--- src/rtl/chia_tanso_param.sv ---
// chia_tanso_param: a prescaled counter with a runtime-loadable divisor.
// A prescaler makes a BASE_HZ strobe. A modulo-N counter advances on that strobe.
// The divided output is either a pulse at each wrap or a toggle at each wrap.
// A new divisor waits in a pending register until the next wrap or clear,
// so the count never jumps past the terminal value of the divisor in force.
module chia_tanso_param #(
  parameter int CLK_HZ    = 50000000,
  parameter int BASE_HZ   = 10,
  parameter int DIV_W     = 8,
  parameter int DIV_RESET = 10
) (
  input  logic             clk_50MHz,
  input  logic             rst,
  input  logic             en,
  input  logic             clr,
  input  logic [DIV_W-1:0] div_in,
  input  logic             div_load,
  input  logic             mode,
  output logic             base_tick,
  output logic [DIV_W-1:0] count,
  output logic             wrap,
  output logic             clk_out
);

  localparam int               PRESCALE  = CLK_HZ / BASE_HZ;
  localparam int               PW        = (PRESCALE > 1) ? $clog2(PRESCALE) : 1;
  localparam logic [PW-1:0]    PRESC_MAX = PW'(PRESCALE - 1);
  localparam logic [PW-1:0]    PRESC_ONE = PW'(1);
  localparam logic [DIV_W-1:0] DIV_INIT  = DIV_W'(DIV_RESET);
  localparam logic [DIV_W-1:0] DIV_ONE   = DIV_W'(1);
  localparam logic [DIV_W-1:0] DIV_ZERO  = DIV_W'(0);

  logic [PW-1:0]    presc;
  logic [DIV_W-1:0] div_act;
  logic [DIV_W-1:0] div_pend;
  logic             pend_valid;

  logic strobe;
  logic at_last;
  logic wrap_edge;
  logic load_ok;

  // Decode the prescaler strobe, the terminal count and a usable divisor load.
  // ">=" keeps the counter bounded even if the count is ever out of range.
  always_comb begin
    strobe    = en && (presc == PRESC_MAX);
    at_last   = (count >= (div_act - DIV_ONE));
    wrap_edge = strobe && at_last;
    load_ok   = div_load && (div_in != DIV_ZERO);
  end

  // Prescaler and base_tick: the prescaler holds while en is low.
  // base_tick is the registered strobe.
  always_ff @(posedge clk_50MHz or posedge rst) begin
    if (rst) begin
      presc     <= '0;
      base_tick <= 1'b0;
    end else if (clr) begin
      presc     <= '0;
      base_tick <= 1'b0;
    end else begin
      base_tick <= strobe;
      if (strobe) begin
        presc <= '0;
      end else if (en) begin
        presc <= presc + PRESC_ONE;
      end else begin
        presc <= presc;
      end
    end
  end

  // Digit counter and wrap pulse: the counter advances once per strobe.
  // It returns to 0 after N-1, and wrap marks that return.
  always_ff @(posedge clk_50MHz or posedge rst) begin
    if (rst) begin
      count <= '0;
      wrap  <= 1'b0;
    end else if (clr) begin
      count <= '0;
      wrap  <= 1'b0;
    end else begin
      wrap <= wrap_edge;
      if (wrap_edge) begin
        count <= '0;
      end else if (strobe) begin
        count <= count + DIV_ONE;
      end else begin
        count <= count;
      end
    end
  end

  // Divisor handling: a load is parked as pending and promoted only at a wrap or a clear.
  // A load that coincides with a wrap is applied directly.
  always_ff @(posedge clk_50MHz or posedge rst) begin
    if (rst) begin
      div_act    <= DIV_INIT;
      div_pend   <= DIV_INIT;
      pend_valid <= 1'b0;
    end else if (clr) begin
      if (pend_valid) begin
        div_act <= div_pend;
      end else begin
        div_act <= div_act;
      end
      pend_valid <= 1'b0;
    end else if (wrap_edge) begin
      if (load_ok) begin
        div_act <= div_in;
      end else if (pend_valid) begin
        div_act <= div_pend;
      end else begin
        div_act <= div_act;
      end
      pend_valid <= 1'b0;
    end else if (load_ok) begin
      div_pend   <= div_in;
      pend_valid <= 1'b1;
    end else begin
      div_pend   <= div_pend;
      pend_valid <= pend_valid;
    end
  end

  // Divided output: in pulse mode it follows the wrap pulse.
  // In toggle mode it flips at each wrap, so it holds while en is low.
  always_ff @(posedge clk_50MHz or posedge rst) begin
    if (rst) begin
      clk_out <= 1'b0;
    end else if (clr) begin
      clk_out <= 1'b0;
    end else if (mode) begin
      clk_out <= wrap_edge ? ~clk_out : clk_out;
    end else begin
      clk_out <= wrap_edge;
    end
  end

endmodule
--- config.mk ---
export PLATFORM = sky130hd
export DESIGN_NAME = chia_tanso_param
export DESIGN_NICKNAME = d
export VERILOG_FILES = /design/src/rtl/chia_tanso_param.sv
export SDC_FILE = /design/constraint.sdc
export NUM_CORES = 1
export LEC_CHECK = 0
export CAP_MARGIN = 20
export CORE_MARGIN = 3
export CORE_UTILIZATION = 60
export CTS_CLUSTER_SIZE = 20
export DETAILED_ROUTE_END_ITERATION = 10
export PLACE_DENSITY_LB_ADDON = 0.3
export SLEW_MARGIN = 20
export SYNTH_ARGS = -nofsm -noshare
export SYNTH_HDL_FRONTEND = slang
export SYNTH_SLANG_ARGS = --single-unit
--- constraint.sdc ---
create_clock -name clk_50MHz -period 4.4 [get_ports clk_50MHz]
set_input_delay 0.88 -clock clk_50MHz [delete_from_list [all_inputs] [get_ports clk_50MHz]]
set_output_delay 0.88 -clock clk_50MHz [all_outputs]
set_load 0.02 [all_outputs]
==> summary.md <==
| Metric | Value |
|---|---|
| Cell area after placement | 0.00310 sq mm |
| Max-cap check violation count | 0 |
| Fin Setup TNS | 0 ps |
| Worst hold path class | reg -> reg |
| Area of the mapped netlist | 0.00282 sq mm |
| Final #Nets | about 330 |
| Slew of the pin with the lowest slew margin | approximately 850 ps |
| Arrival time reported for the critical path endpoint | 3250 ps |
| Routed via count divided by cell count | 5.96 |
| Final cycle utilization of the critical path | 0.687 |
| Hold_ws | roughly 510 ps |
| Most common cell after layout, fill and taps aside | dfrtp_1 |
| Worst Path Required | 4630 ps |
| Reg-to-reg critical path startpoint | div_act[2] |
| Die outline height | 74.6 um |
| Worst clock skew | 14.0 ps |
| Worst Path Max Fanout | 16 |
| Number of distinct library cell variants in the gate-level netlist after synthesis | 43 |
| Multi-input gate area in the final layout | 0.00148 sq mm |
| Total routed wirelength | ~5400 um |
| Leading register cell type out of synthesis | dfrtp_1 |
| Fill cell count | roughly 330 |
| Worst Hold Path Cells | 1 |
| FFs w/ async S/R, synth | 1.00 |
| Hpwl dp | slightly below 4000 um |
| Result of the run | finished clean |
| First-pass GRT wire length | 9290 um |
| Worst-case reg-to-reg path depth | 9 |
| Clk Tree Root Cell | clkbuf_8 |
| Initial antenna violation count | 0 |
| Sequential Area | 0.00128 sq mm |
| Remaining max-slew budget at the tightest pin | 0.435 |
| Average size of a mapped cell | roughly 10 sq um |
| CTS tree | built |
| Endpoint, Worst Hold | presc[22] |
| Register-to-register setup slack | 1380 ps |
| Power density normalized to cell area | a little over 300 mW/mm^2 |
| Detail Route Antenna Nets | 0 |
| Final weighted congestion of routability-driven global placement | 0.817 |
| Final-report setup violation count | 0 |
| Num CTS Buffers | 5 |
| Iter 0 DRT Violations | 204 |
| Area growth from synthesis to layout | 12.8% |
| Worst-case setup margin in the final layout | 1380 ps |
| Final Cell Area | between 0.003 and 0.004 sq mm |
| FMAX | 331 MHz |
| Post-route DRC | 0 |
| Worst-path clk slew | ~90 ps |
| Core Region | 0.00444 sq mm |
| Maximum resistive drop on vdd | 195 uV |
| Post-Syn Nets | slightly above 300 |
| Effective utilization at floorplan | 0.635 |
| Maximum number of pins on one net before global-route repair | 52 |
| DIE AREA | 0.00557 sq mm |
| Number of enable flip-flop cells after synthesis | 0 |
| CP Class | reg -> reg |
| Vias after detailed routing | 2126 |
| # resized after CTS | 0 |
| Die boundary width | 74.6 um |
| Vias in the first global route | between 1.5k and 2k |
| Number of levels the H-tree was split into | 2 |
| Final cell count without fillers | 357 |
| Number of top-level pins | 25 |
| Final period demand of the worst path | 3020 ps |
| Worst Setup Slack post-DPL | 1240 ps |
| Final standard cell utilization of the core | 0.717 |
| Fraction of layout cells with a size suffix above 1 | 0.108 |
| Post-CTS repair timing setup buffer count | 0 |
| Insertion delay of the later-clocked pin in the worst-skew pair | approximately 300 ps |
| Total GRT Usage | 0.218 |
| Crit end category | flop |
| Overall power of the completed layout | 979 uW |
| Post-Synthesis Cells | 279 |
| Count of input and output buffers | 24 |
| Count of pins over their slew limit | 0 |
| Diodes inserted | 0 |
| Longest Clk Path Bufs | 2 |
| Synthesized flop and latch total | around 50 |
| Overflow left after global routing | 0 |
| Hold Buf Count CTS | 0 |
| Commonest cells after routing, fill and taps aside | dfrtp_1 (47), nor2_1 (36), clkdlybuf4s50_1 (24) |
| DR pass1 iterations | 6 |
| Critical R2R Capture | div_act[3] |
| Warnings, synthesis | 0 |
| Static Leakage | 1.34 nW |
| # clock sinks | 51 |
| Number of cells after detailed placement | about 350 |
| Unrepaired setup endpoints after global routing | false |
| Critical Path Start Type | flop |
| Hold path start | presc[22] |
| Number of endpoints with negative hold slack in the final report | 0 |
| Share of synthesized area occupied by flip-flops and latches | 0.454 |
| Number of rows created at floorplan | 24 |
| Routed length per placed instance | about 15 um |
==> worst max path at each step <==
stage               start           to  slack, ps
4_1_cts        div_act[2]   div_act[3]       1370
2_1_floorplan  div_act[2]  div_pend[0]       1790
5_1_grt        div_act[2]   div_act[3]       1130
3_3_place_gp          clr   div_act[6]       1340
6_report       div_act[2]   div_act[3]       1380
3_5_place_dp           en  div_pend[4]       1240
==> state kept, by name, indices dropped and copies added (netlist names) <==
register	cells
base_tick	1
clk_out	1
count	8
div_act	8
div_pend	8
pend_valid	1
presc	23
wrap	1
==> power by group <==
part / leakage (nW) / switching [mW] / internal, mW
clock: 0.0395 / 0.143 / 0.113
sequential: 0.664 / 0.0385 / 0.511
combinational: 0.634 / 0.0820 / 0.0913
==> worst max-delay path, stage by stage, from the launching register on <==
cell       delay (ps)
dfrtp_1           440
nor4_1            430
nand2_1           120
xor2_1            160
ha_1              300
nand4_1           110
nor3_1            490
o31a_4            350
a21boi_4          350
a2bb2oi_1         190
==> synthesized netlist by cell type (all sizes together), types with 5 or more instances <==
library cell,instances,area share
dfrtp,47,0.42
and3,8,0.018
nor3,6,0.011
ha,11,0.049
a21oi,7,0.014
nand3,15,0.027
nand2b,11,0.024
buf,5,0.0089
nand2,18,0.025
xor2,18,0.056
inv,8,0.011
o31ai,9,0.024
xnor2,12,0.037
a2bb2oi,8,0.034
nand4,11,0.027
mux2,8,0.032
nor2,36,0.048
o21ai,6,0.011
==> logic make-up after synthesis <==
group	synth area share
simple gates	0.229
flops	0.454
compound gates	0.121
xor+xnor	0.0930
buf+inv	0.0235
fa+ha+maj	0.0487
mux	0.0319
==> metal layers <==
metal	part of all wire	routed length (um)	track usage	vias up
met4	0.017	91	0.0870	0
met5	0	0	0	-
li1	-	-	-	1039
met2	0.44	2410	0.325	65
met1	0.50	2700	0.315	1013
met3	0.046	250	0.0405	9
==> final cells by class <==
class                      count  area share
tap                           52      0.0204
multi-input combinational    212       0.463
clock buffer                   8      0.0251
timing repair buffer          25      0.0778
inverter                       9      0.0110
sequential                    51       0.402
Note: power is estimated with default switching activity, not from simulation.
